File: src/rtl/rs_latch_driver.sv
// rs_latch_driver: valid/ready sequencer that pulses the active-low set/reset strobes of a
// NAND RS latch and verifies q/qn through a 2-flop synchronizer. Option: RS_LATCH_DRIVER_INIT_RESET_EN.
module rs_latch_driver #(
   parameter int unsigned PULSE_CYC  = 2,
   parameter int unsigned SETTLE_CYC = 3
) (
   input  logic clk,
   input  logic rst_n,
   input  logic req_valid,
   output logic req_ready,
   input  logic req_op,
   output logic lat_s_n,
   output logic lat_r_n,
   input  logic lat_q,
   input  logic lat_qn,
   output logic done,
   output logic err,
   output logic q_state
);

   localparam logic [1:0] IDLE   = 2'd0;
   localparam logic [1:0] PULSE  = 2'd1;
   localparam logic [1:0] SETTLE = 2'd2;
   localparam logic [1:0] CHECK  = 2'd3;

   localparam logic [7:0] PULSE_LD  = 8'(PULSE_CYC - 1);
   localparam logic [7:0] SETTLE_LD = 8'(SETTLE_CYC - 1);

   logic [1:0] state;
   logic [7:0] cnt;
   logic       op;
   logic [1:0] q_sync;
   logic [1:0] qn_sync;
   logic       start;
   logic       start_op;
   logic       pass;

`ifdef RS_LATCH_DRIVER_INIT_RESET_EN
   // Pending power-on reset command; it takes the first IDLE slot and masks req_ready.
   logic init_pend;

   always_ff @(posedge clk) begin
      if (!rst_n) begin
         init_pend <= 1'b1;
      end else if (start) begin
         init_pend <= 1'b0;
      end
   end

   always_comb begin
      req_ready = (state == IDLE) && !init_pend;
      start     = (state == IDLE) && (init_pend || req_valid);
      start_op  = init_pend ? 1'b0 : req_op;
   end
`else
   always_comb begin
      req_ready = (state == IDLE);
      start     = req_valid && req_ready;
      start_op  = req_op;
   end
`endif

   assign pass = (q_sync[1] == op) && (qn_sync[1] == ~op);

   always_ff @(posedge clk) begin
      if (!rst_n) begin
         state   <= IDLE;
         cnt     <= '0;
         op      <= 1'b0;
         lat_s_n <= 1'b1;
         lat_r_n <= 1'b1;
         done    <= 1'b0;
         err     <= 1'b0;
         q_state <= 1'b0;
         q_sync  <= '0;
         qn_sync <= '0;
      end else begin
         q_sync  <= {q_sync[0], lat_q};
         qn_sync <= {qn_sync[0], lat_qn};
         done    <= 1'b0;
         err     <= 1'b0;
         case (state)
            IDLE: begin
               if (start) begin
                  state   <= PULSE;
                  op      <= start_op;
                  cnt     <= PULSE_LD;
                  // Only the selected strobe drops, so both can never be low together.
                  lat_s_n <= ~start_op;
                  lat_r_n <= start_op;
               end
            end
            PULSE: begin
               if (cnt == '0) begin
                  state   <= SETTLE;
                  cnt     <= SETTLE_LD;
                  lat_s_n <= 1'b1;
                  lat_r_n <= 1'b1;
               end else begin
                  cnt <= cnt - 8'd1;
               end
            end
            SETTLE: begin
               if (cnt == '0) begin
                  // done/err are registered here so they are presented during CHECK.
                  state <= CHECK;
                  done  <= 1'b1;
                  err   <= ~pass;
                  if (pass) begin
                     q_state <= op;
                  end
               end else begin
                  cnt <= cnt - 8'd1;
               end
            end
            CHECK: begin
               state <= IDLE;
            end
            default: begin
               state <= IDLE;
            end
         endcase
      end
   end

endmodule

File: config.mk
export PLATFORM = sky130hd
export DESIGN_NAME = rs_latch_driver
export DESIGN_NICKNAME = d
export VERILOG_FILES = /design/src/rtl/rs_latch_driver.sv
export SDC_FILE = /design/constraint.sdc
export NUM_CORES = 1
export LEC_CHECK = 0
export BUFFER_PORTS_ARGS = -buffer_cell sky130_fd_sc_hd__buf_4
export CORE_ASPECT_RATIO = 0.75
export CORE_MARGIN = 2
export CORE_UTILIZATION = 55
export CTS_CLUSTER_SIZE = 24
export DETAILED_ROUTE_END_ITERATION = 16
export MAX_ROUTING_LAYER = met4
export PLACE_DENSITY = 0.82
export REMOVE_ABC_BUFFERS = 1
export SYNTH_ARGS = -nofsm -noshare
export SYNTH_HDL_FRONTEND = slang
export SYNTH_SLANG_ARGS = --single-unit
File: constraint.sdc
create_clock -name clk -period 2.71 [get_ports clk]
set_clock_uncertainty 0.15 [all_clocks]
set_input_delay 0.271 -clock clk [delete_from_list [all_inputs] [get_ports clk]]
set_output_delay 0.271 -clock clk [all_outputs]
set_load 0.01 [all_outputs]
==> results of run 1 <==
-- cell type report --
type                       instances  area share (%)
tap                               22            2.29
clock inverter                     1            2.50
clock buffer                       3            1.88
multi-input combinational         86            50.1
inverter                           7            2.19
timing repair buffer              12            7.72
sequential                        20            33.4
-- through the flow --
| stage | power [mW] | setup slack (ns) | instance area (um^2) | instances | utilization, % |
|---|---|---|---|---|---|
| after floorplan | 1.16 | 0.731 | 1030 | 113 | - |
| after global placement | 1.36 | 0.649 | 1140 | 146 | 64.7 |
| after detailed placement | 1.39 | 0.551 | 1140 | 146 | 64.7 |
| after CTS | 1.64 | 0.511 | 1190 | 150 | 67.7 |
| after global routing | 1.80 | 0.317 | 1200 | 151 | 68.3 |
| final | 1.66 | 0.499 | 1200 | 151 | 68.3 |
-- power breakdown --
part           switching [mW]  internal (mW)
registers              0.0879          0.374
clock network           0.100          0.150
logic                   0.531          0.414
-- layer usage --
layer | routed length, um | up-vias | track usage [%]
met2 | 1050 | 32 | 37.1
li1 | - | 464 | -
met5 | 0 | - | -
met4 | 49 | 0 | 6.00
met3 | 125 | 8 | 8.63
met1 | 1060 | 438 | 33.2
-- registers in the layout (all words and copies together), names as in the netlist --
register and cells:
cnt 8, done 1, err 1, lat_r_n 1
lat_s_n 1, op 1, q_state 1, q_sync 2
qn_sync 2, state 2
-- cells in the final DEF (no fill, tap or decap), types with 3 or more instances in the layout --
master / n
o21ai_0: 7
clkbuf_4: 3
a21oi_1: 12
o32ai_1: 3
nand2_1: 4
a2111o_1: 3
inv_1: 7
nand3_1: 5
buf_4: 11
dfxtp_1: 20
and2_1: 5
nor2b_1: 3
nor2_1: 4
ha_1: 6
or3_1: 6
-- worst max-delay path by stage --
stage,start,to,slack (ns),cells after the start
after floorplan,state[0],cnt[4],0.73,6
after global placement,state[0],cnt[4],0.65,6
after global routing,cnt[0],cnt[4],0.32,6
final,state[0],cnt[4],0.50,6
after CTS,state[0],cnt[4],0.51,6
after detailed placement,state[0],cnt[4],0.55,6
-- cell families after synthesis --
| logic type | after synthesis | synth area share [%] |
|---|---|---|
| fa+ha+maj | 6 | 7.25 |
| compound gates | 38 | 25.0 |
| buf+inv | 9 | 3.27 |
| flops | 20 | 38.7 |
| simple gates | 42 | 25.8 |
-- what timing repair did --
| item | in CTS | in global routing |
|---|---|---|
| hold buffers | 0 | 1 |
| gates resized for setup | 0 | 0 |
| endpoints found under the hold margin | 0 | 1 |
==> flow_metrics.env, run 1 <==
export IMPL_status="completed"
export IMPL_hpwlAfterDp_um=1690
export IMPL_place_congestion=0.974
export IMPL_crit_chain="inv_1 > ha_1 > nor2b_1 > a311o_1 > or4_1 > a21oi_1"
export IMPL_rsz0062_at_grt="no"
export IMPL_cts_setup_buffers=0
export IMPL_hold_violations=0
export IMPL_track_usage_pct=25.2
export IMPL_syn_to_final_growth_pct=16.0
export IMPL_fin_crit_sh_pct=81.6
export IMPL_fillers=136
export IMPL_leakagePower_nw=0.502
export IMPL_finalWirelength_um=2280
export IMPL_worst_slew_pin_slew_ns=0.507
export IMPL_wire_per_inst_um=15.1
export IMPL_cts_path_max_buffers=2
export IMPL_finish_net_count=142
export IMPL_holdWs_ns=0.00980
export IMPL_root_buffer="clkbuf_4"
export IMPL_htreeDepth=1
export IMPL_grt_remaining_overflow=0
export IMPL_synthesis_area_um2=1030
export IMPL_antenna_found_initial=0
export IMPL_r2r_end="cnt[4]"
export IMPL_cts_sinks=20
export IMPL_max_freq_mhz=452
export IMPL_firstDrtPassIters=4
export IMPL_startpoint_type="flop"
export IMPL_initial_core_util_pct=58.9
export IMPL_via_count=942
export IMPL_worstReg2RegStart="state[0]"
export IMPL_cts_tree="built"
export IMPL_synth_cell_type_count=38
export IMPL_drc_errors=0
export IMPL_maxSlewHeadroom_pct=66.0
export IMPL_die_area_um2=2250
export IMPL_synth_avg_cell_area_um2=9.00
export IMPL_core_area_um2=1760
export IMPL_drv_cap=0
export IMPL_via_per_inst=6.24
export IMPL_numPortBuffers=11
export IMPL_synth_area_top_cells="dfxtp_1 39%, ha_1 7.3%, a21oi_1 5.8%, or3_1 3.6%, o21ai_0 3.4%"
export IMPL_worst_path_max_fanout=7
export IMPL_setup_violations=0
export IMPL_report_final_slew_viol_count=0
export IMPL_syn_inst=115
export IMPL_ys_seq_elements=20
export IMPL_hp_start="lat_q"
export IMPL_r2r_slack_ns=0.50
export IMPL_slowest_stage="or4_1"
export IMPL_cp_required_ns=2.80
export IMPL_min_period_ns=2.21
export IMPL_drive_gt1_share_pct=15.5
export IMPL_synth_edf_count=0
export IMPL_power_density_nw_per_um2=1380
export IMPL_grt_max_degree=17
export IMPL_cpPeakStageDelay_ns=0.42
export IMPL_end_kind="flop"
export IMPL_hold_path_end="q_sync[0]"
export IMPL_fin_setup_tns_ns=0
export IMPL_arrival_ns=2.30
export IMPL_grt_first_pass_wirelength_um=4030
export IMPL_insertion_delay_ns=0.31
export IMPL_async_reset_ff_share_pct=0
export IMPL_multi_input_area_um2=601
export IMPL_path_clk_slew_ns=0.12
export IMPL_r2r_cells=6
export IMPL_critPathTopFamily="simple AND/OR/NAND/NOR gates"
export IMPL_fp_row_count=13
export IMPL_yosysSeqAreaShare_pct=38.7
export IMPL_synth_ff_type="dfxtp_1"
export IMPL_path_class="reg -> reg"
export IMPL_ios=12
export IMPL_antenna_left=0
export IMPL_antenna_cells=0
export IMPL_yosysWarnings=0
export IMPL_grt_pass1_vias=850
export IMPL_dieHeight_um=41.6
export IMPL_vdd_drop_max_mv=1.04
export IMPL_yosysTopAreaCell="dfxtp_1"
export IMPL_hold_class="in -> reg"
export IMPL_holdPathStages=2
export IMPL_dieWidth_um=54.1
export IMPL_numCtsBuffers=3
export IMPL_yosysTopAreaCellShare_pct=38.7
export IMPL_regArea_um2=400
export IMPL_path_buf_inv=1
export IMPL_yosysMostFrequentCell="dfxtp_1"
export IMPL_drt_iter0_drc=52
export IMPL_synth_common_cells="20 x dfxtp_1, 12 x a21oi_1, 7 x inv_1, 7 x o21ai_0"
No activity file was read; power rests on OpenSTA's default activity.
==> run 2, diff against run 1 <==
--- a/config.mk
+++ b/config.mk
@@ -5,14 +5,15 @@
 export SDC_FILE = /design/constraint.sdc
 export NUM_CORES = 1
 export LEC_CHECK = 0
+export ABC_AREA = 1
 export BUFFER_PORTS_ARGS = -buffer_cell sky130_fd_sc_hd__buf_4
 export CORE_ASPECT_RATIO = 0.75
 export CORE_MARGIN = 2
-export CORE_UTILIZATION = 55
+export CORE_UTILIZATION = 50
 export CTS_CLUSTER_SIZE = 24
 export DETAILED_ROUTE_END_ITERATION = 16
 export MAX_ROUTING_LAYER = met4
-export PLACE_DENSITY = 0.82
+export PLACE_DENSITY = 0.79
 export REMOVE_ABC_BUFFERS = 1
 export SYNTH_ARGS = -nofsm -noshare
 export SYNTH_HDL_FRONTEND = slang
==> constraint.sdc (replaced) <==
create_clock -name clk -period 2 [get_ports clk]
set_clock_uncertainty 0.15 [all_clocks]
set_input_delay 0.2 -clock clk [delete_from_list [all_inputs] [get_ports clk]]
set_output_delay 0.2 -clock clk [all_outputs]
set_load 0.01 [all_outputs]
==> run 2 against run 1 <==
  * Sequential share of layout area increased by 0.35 points
  * Global-route usage down 5.4 points
  * Hold slack improved by 0.010 ns
  * Cell count increased by 17%
  * First-iteration DRC count fell by 73%
  * Sequential power grew 33%
  * Fmax increased by 23%
  * Count of clock-buffer cells in the layout rose by 1
  * Design area fell by 1.0%
  * Non-clock buffer count up 1
  * Largest cell class unchanged
  * Highest routed layer is now met3
==> flow_metrics.env, run 2 <==
export IMPL_status="completed"
export IMPL_report_final_slew_viol_count=0
export IMPL_via_count=847
export IMPL_most_common_layout_cells="24 x nand2_1, 21 x inv_1, 20 x dfxtp_1, 13 x nor2_1, 11 x buf_4"
export IMPL_antenna_left=0
export IMPL_track_usage_pct=19.8
export IMPL_synth_cell_type_count=24
export IMPL_largest_reg_flops=8
export IMPL_worst_slew_pin_slew_ns=0.375
export IMPL_synth_edf_count=0
export IMPL_finish_net_count=165
export IMPL_total_power_mw=2.03
export IMPL_async_reset_ff_share_pct=0
export IMPL_grt_remaining_overflow=0
export IMPL_die_area_um2=2430
export IMPL_cts_setup_buffers=0
export IMPL_dieWidth_um=56.2
export IMPL_ctsHoldBuffers=2
export IMPL_regMostFlops="cnt"
export IMPL_post_route_worst_setup_slack_ns=0.208
export IMPL_fin_setup_tns_ns=0
export IMPL_min_period_ns=1.79
export IMPL_via_per_inst=4.81
export IMPL_cts_tree="built"
export IMPL_synthesis_area_um2=1020
export IMPL_cpPeakStageDelay_ns=0.37
export IMPL_ios=12
export IMPL_worst_path_max_fanout=8
export IMPL_place_congestion=0.813
export IMPL_crit_chain="inv_1 > ha_1 > inv_2 > nor2_1 > nor2_2 > nand2_8 > nor2_1 > nand2_1 > a21oi_1"
export IMPL_synth_ff_type="dfxtp_1"
export IMPL_maxSlewHeadroom_pct=74.8
export IMPL_synth_common_cells="24 x nand2_1, 21 x inv_1, 20 x dfxtp_1"
export IMPL_firstDrtPassIters=4
export IMPL_syn_inst=136
export IMPL_initial_core_util_pct=52.2
export IMPL_fp_row_count=14
export IMPL_grt_first_pass_wirelength_um=3610
export IMPL_antenna_cells=0
export IMPL_worstReg2RegStart="state[0]"
export IMPL_grt_max_degree=14
export IMPL_grt_pass1_vias=829
export IMPL_arrival_ns=1.88
export IMPL_hpwlAfterDp_um=1590
export IMPL_yosysWarnings=0
export IMPL_drc_errors=0
export IMPL_ctsResizeCount=0
export IMPL_yosysMostFrequentCell="nand2_1"
export IMPL_cts_sinks=20
export IMPL_yosysSeqAreaShare_pct=39.1
export IMPL_core_area_um2=1960
export IMPL_cts_path_max_buffers=2
export IMPL_synth_avg_cell_area_um2=7.53
export IMPL_power_density_nw_per_um2=1710
export IMPL_leakagePower_nw=0.570
export IMPL_path_class="reg -> reg"
export IMPL_drv_cap=0
export IMPL_path_clk_slew_ns=0.11
export IMPL_fin_util_pct=60.5
export IMPL_dp_cells=170
export IMPL_synth_area_top_cells="dfxtp_1 39%, nand2_1 8.8%, inv_1 7.7%, ha_1 7.3%, a21oi_1 4.9%"
export IMPL_finalNonFillerCells=176
export IMPL_htreeDepth=1
export IMPL_hold_class="in -> reg"
export IMPL_finalWirelength_um=2020
export IMPL_vdd_drop_max_mv=1.09
export IMPL_wire_per_inst_um=11.5
export IMPL_yosysTopAreaCellShare_pct=39.1
export IMPL_slowest_stage="dfxtp_1"
export IMPL_place_ws_ns=0.237
export IMPL_hold_violations=0
export IMPL_dieHeight_um=43.2
export IMPL_setup_violations=0
export IMPL_fin_crit_sh_pct=89.6
export IMPL_numCtsBuffers=3
export IMPL_rsz0062_at_grt="no"
export IMPL_cp_required_ns=2.09
export IMPL_syn_to_final_growth_pct=16.0
export IMPL_antenna_found_initial=0
export IMPL_end_kind="flop"
export IMPL_crit_top_cell="nor2_1"
export IMPL_startpoint_type="flop"
export IMPL_drt_iter0_drc=14
export IMPL_root_buffer="clkbuf_4"
export IMPL_max_freq_mhz=558
export IMPL_ys_seq_elements=20
export IMPL_yosysTopAreaCell="dfxtp_1"
export IMPL_final_common_cell="nand2_1"
export IMPL_startpoint="state[0]"
export IMPL_drive_gt1_share_pct=21.7
export IMPL_insertion_delay_ns=0.30
export IMPL_hp_start="rst_n"
export IMPL_numPortBuffers=11
-- run 2: cell types whose count changed in the layout (fill, tap and decap cells not counted), sizes merged, moves of 4 or more --
cell   change
nand2     +26
nor2      +18
inv       +16
or3        -8
and2       -5
o21ai      +4
-- run 2: worst paths after layout --
| path | endpoint | slack (ns) | cells after the start |
|---|---|---|---|
| setup / recovery | cnt[1] | 0.21 | 9 |
| setup reg to reg | cnt[1] | 0.21 | 9 |
| hold reg to reg | qn_sync[1] | 0.28 | 2 |
| hold / removal | lat_s_n | 0.02 | 2 |
-- run 2: final cells by class --
type	instances	area, um^2
Clock buffer	4	36.3
Fill cell	181	774
Inverter	23	91.3
Timing Repair Buffer	13	103
Multi-Input combinational cell	92	527
Sequential cell	20	400
Tap cell	24	30.0
-- run 2: power breakdown --
| part | switching, mW | leakage (nW) | internal (mW) |
|---|---|---|---|
| Combinational | 0.741 | 0.384 | 0.444 |
| Clock | 0.123 | 0.0210 | 0.111 |
| Sequential | 0.0943 | 0.164 | 0.521 |
| Total | 0.959 | 0.570 | 1.08 |
-- run 2: critical path: cells and delay by family, from the launching register on --
family	cells	cell delay [ns]
buffers and inverters	2	0.17
AOI/OAI and AO/OA	1	0.13
and+or+nand+nor	5	0.64
DFF	1	0.37
adders and majority gates	1	0.25
-- run 2: metrics by stage --
step | hold WS (ns) | instance area, um^2
floorplan | 0.133 | 1020
global placement | 0.235 | 1130
detailed placement | 0.237 | 1130
CTS | 0.0173 | 1190
global route | 0.0168 | 1190
finish | 0.0202 | 1190
-- run 2: routing by layer --
| layer | up-vias | routed length (um) | global-route usage (%) | part of all wire, % |
|---|---|---|---|---|
| li1 | 460 | - | - | - |
| met1 | 375 | 975 | 24.0 | 48 |
| met2 | 12 | 966 | 33.6 | 48 |
| met3 | 0 | 80 | 5.79 | 4.0 |
| met4 | 0 | 0 | 2.86 | 0 |
| met5 | - | 0 | - | 0 |
-- run 2: kinds of logic after synthesis --
logic type      synth area share [%]
simple gates                    31.7
flops                           39.1
fa+ha+maj                       7.33
compound gates                  12.5
buf+inv                         9.41
==> run 3, diff against run 2 <==
--- a/config.mk
+++ b/config.mk
@@ -8,13 +8,13 @@
 export ABC_AREA = 1
 export BUFFER_PORTS_ARGS = -buffer_cell sky130_fd_sc_hd__buf_4
 export CORE_ASPECT_RATIO = 0.75
-export CORE_MARGIN = 2
 export CORE_UTILIZATION = 50
 export CTS_CLUSTER_SIZE = 24
 export DETAILED_ROUTE_END_ITERATION = 16
 export MAX_ROUTING_LAYER = met4
 export PLACE_DENSITY = 0.79
 export REMOVE_ABC_BUFFERS = 1
+export SKIP_CTS_REPAIR_TIMING = 1
 export SYNTH_ARGS = -nofsm -noshare
 export SYNTH_HDL_FRONTEND = slang
 export SYNTH_SLANG_ARGS = --single-unit
==> run 3 against run 2 <==
  * Total power up 4.6%
  * Register-to-register slack worse by 0.05 ns
  * Combinational power hardly changed
  * Die area down 8.0%
  * Routed wire length fell by 4.5%
  * Sequential share of layout area down 0.39 points
  * Cell count shrank 1.1%
  * Core utilization up 5.4 points
  * Count of clock-buffer cells in the layout decreased by 1
  * Setup slack lost 0.048 ns
  * Hold slack worse by 0.0085 ns
==> flow_metrics.env, run 3 (synthesis gave the netlist of run 2 again) <==
export IMPL_status="completed"
export IMPL_crit_top_cell="nor2_1"
export IMPL_maxSlewHeadroom_pct=77.3
export IMPL_min_period_ns=1.84
export IMPL_finalWirelength_um=1930
export IMPL_fp_row_count=13
export IMPL_fin_crit_sh_pct=92.0
export IMPL_r2r_slack_ns=0.16
export IMPL_firstDrtPassIters=4
export IMPL_drt_iter0_drc=11
export IMPL_largest_reg_flops=8
export IMPL_path_clk_slew_ns=0.12
export IMPL_cts_sinks=20
export IMPL_startpoint_type="flop"
export IMPL_root_buffer="clkbuf_4"
export IMPL_wire_per_inst_um=11.1
export IMPL_max_freq_mhz=544
export IMPL_place_ws_ns=0.218
export IMPL_vdd_drop_max_mv=1.16
export IMPL_end_kind="flop"
export IMPL_track_usage_pct=20.4
export IMPL_startpoint="state[0]"
export IMPL_fillers=169
export IMPL_via_count=853
export IMPL_path_depth=9
export IMPL_crit_end="cnt[1]"
export IMPL_antenna_left=0
export IMPL_drv_cap=0
export IMPL_cts_path_max_buffers=2
export IMPL_via_per_inst=4.90
export IMPL_numCtsBuffers=3
export IMPL_setup_violations=0
export IMPL_report_final_slew_viol_count=0
export IMPL_path_buf_inv=2
export IMPL_worstReg2RegStart="state[0]"
export IMPL_cpPeakStageDelay_ns=0.38
export IMPL_r2r_cells=9
export IMPL_grt_pass1_vias=711
export IMPL_slowest_stage="dfxtp_1"
export IMPL_ios=12
export IMPL_initial_core_util_pct=56.2
export IMPL_htreeDepth=1
export IMPL_place_congestion=0.866
export IMPL_grt_first_pass_wirelength_um=2930
export IMPL_numPortBuffers=11
export IMPL_final_common_cell="nand2_1"
export IMPL_dieHeight_um=41.2
export IMPL_arrival_ns=1.93
export IMPL_r2r_end="cnt[1]"
export IMPL_grt_max_degree=14
export IMPL_hold_class="in -> reg"
export IMPL_die_area_um2=2230
export IMPL_most_common_layout_cells="24 x nand2_1, 21 x inv_1, 20 x dfxtp_1, 13 x nor2_1, 11 x buf_4"
export IMPL_fin_setup_tns_ns=0
export IMPL_antenna_cells=0
export IMPL_rsz0062_at_grt="no"
export IMPL_grt_remaining_overflow=0
export IMPL_leakagePower_nw=0.577
export IMPL_syn_to_final_growth_pct=17.4
export IMPL_drive_gt1_share_pct=21.7
export IMPL_worst_path_max_fanout=8
export IMPL_drc_errors=0
export IMPL_post_route_worst_setup_slack_ns=0.160
export IMPL_core_area_um2=1820
export IMPL_path_class="reg -> reg"
export IMPL_cts_tree="built"
export IMPL_dieWidth_um=54.2
export IMPL_antenna_found_initial=0
export IMPL_power_density_nw_per_um2=1770
export IMPL_worst_slew_pin_slew_ns=0.338
export IMPL_cp_required_ns=2.09
export IMPL_hold_violations=0
export IMPL_total_power_mw=2.13
export IMPL_regMostFlops="cnt"
export IMPL_fin_util_pct=65.9
export IMPL_critPathTopFamily="simple AND/OR/NAND/NOR gates"
export IMPL_hpwlAfterDp_um=1520
export IMPL_finish_net_count=165
export IMPL_crit_chain="inv_1 > ha_1 > inv_2 > nor2_1 > nor2_2 > nand2_8 > nor2_1 > nand2_1 > a21oi_1"
export IMPL_insertion_delay_ns=0.30
[run 3: cell types whose count changed in the layout (fill, tap and decap cells not counted)]
cell | before | now
bufinv_16 | 0 | 1
clkbuf_8 | 1 | 0
[run 3: report_power, final]
group	total (mW)	switching [mW]	internal [mW]
Sequential	0.613	0.0920	0.520
Clock	0.329	0.126	0.202
Combinational	1.19	0.745	0.441
[run 3: cell type report]
class	count	area [um^2]	area share, %
Clock buffer	3	22.5	1.88
Clock inverter	1	30.0	2.50
Inverter	23	91.3	7.60
Multi-Input combinational cell	92	527	43.9
Sequential cell	20	400	33.3
Tap cell	22	27.5	2.29
Timing Repair Buffer	13	103	8.54
[run 3: through the flow]
stage	instance area [um^2]	cells	hold slack [ns]
2_1_floorplan	1020	135	0.133
3_3_place_gp	1130	168	0.232
3_5_place_dp	1130	168	0.237
4_1_cts	1180	172	-0.0836
5_1_grt	1200	174	0.0230
6_report	1200	174	0.0118
[run 3: worst reg2reg max path, delay by kind of cell (launching register included)]
| kind | cells | cell delay [ns] |
|---|---|---|
| DFF | 1 | 0.38 |
| and+or+nand+nor | 5 | 0.69 |
| AOI/OAI and AO/OA | 1 | 0.12 |
| adders and majority gates | 1 | 0.26 |
| buffers and inverters | 2 | 0.17 |
[run 3: metal layers]
| metal | global-route usage (%) | vias to the layer above | routed length, um |
|---|---|---|---|
| met4 | 5.77 | 0 | 15 |
| met5 | - | - | 0 |
| met1 | 25.1 | 382 | 990 |
| li1 | - | 458 | - |
| met2 | 31.1 | 11 | 856 |
| met3 | 7.78 | 2 | 68 |
[run 3: worst min-delay path by stage]
stage | slack (ns) | endpoint | cells after the start | startpoint
floorplan | 0.13 | lat_s_n | 1 | rst_n
global placement | 0.23 | q_sync[0] | 3 | lat_q
detailed placement | 0.24 | q_sync[0] | 3 | lat_q
CTS | -0.08 | q_sync[0] | 3 | lat_q
global route | 0.02 | qn_sync[0] | 3 | rst_n
finish | 0.01 | lat_r_n | 3 | req_op
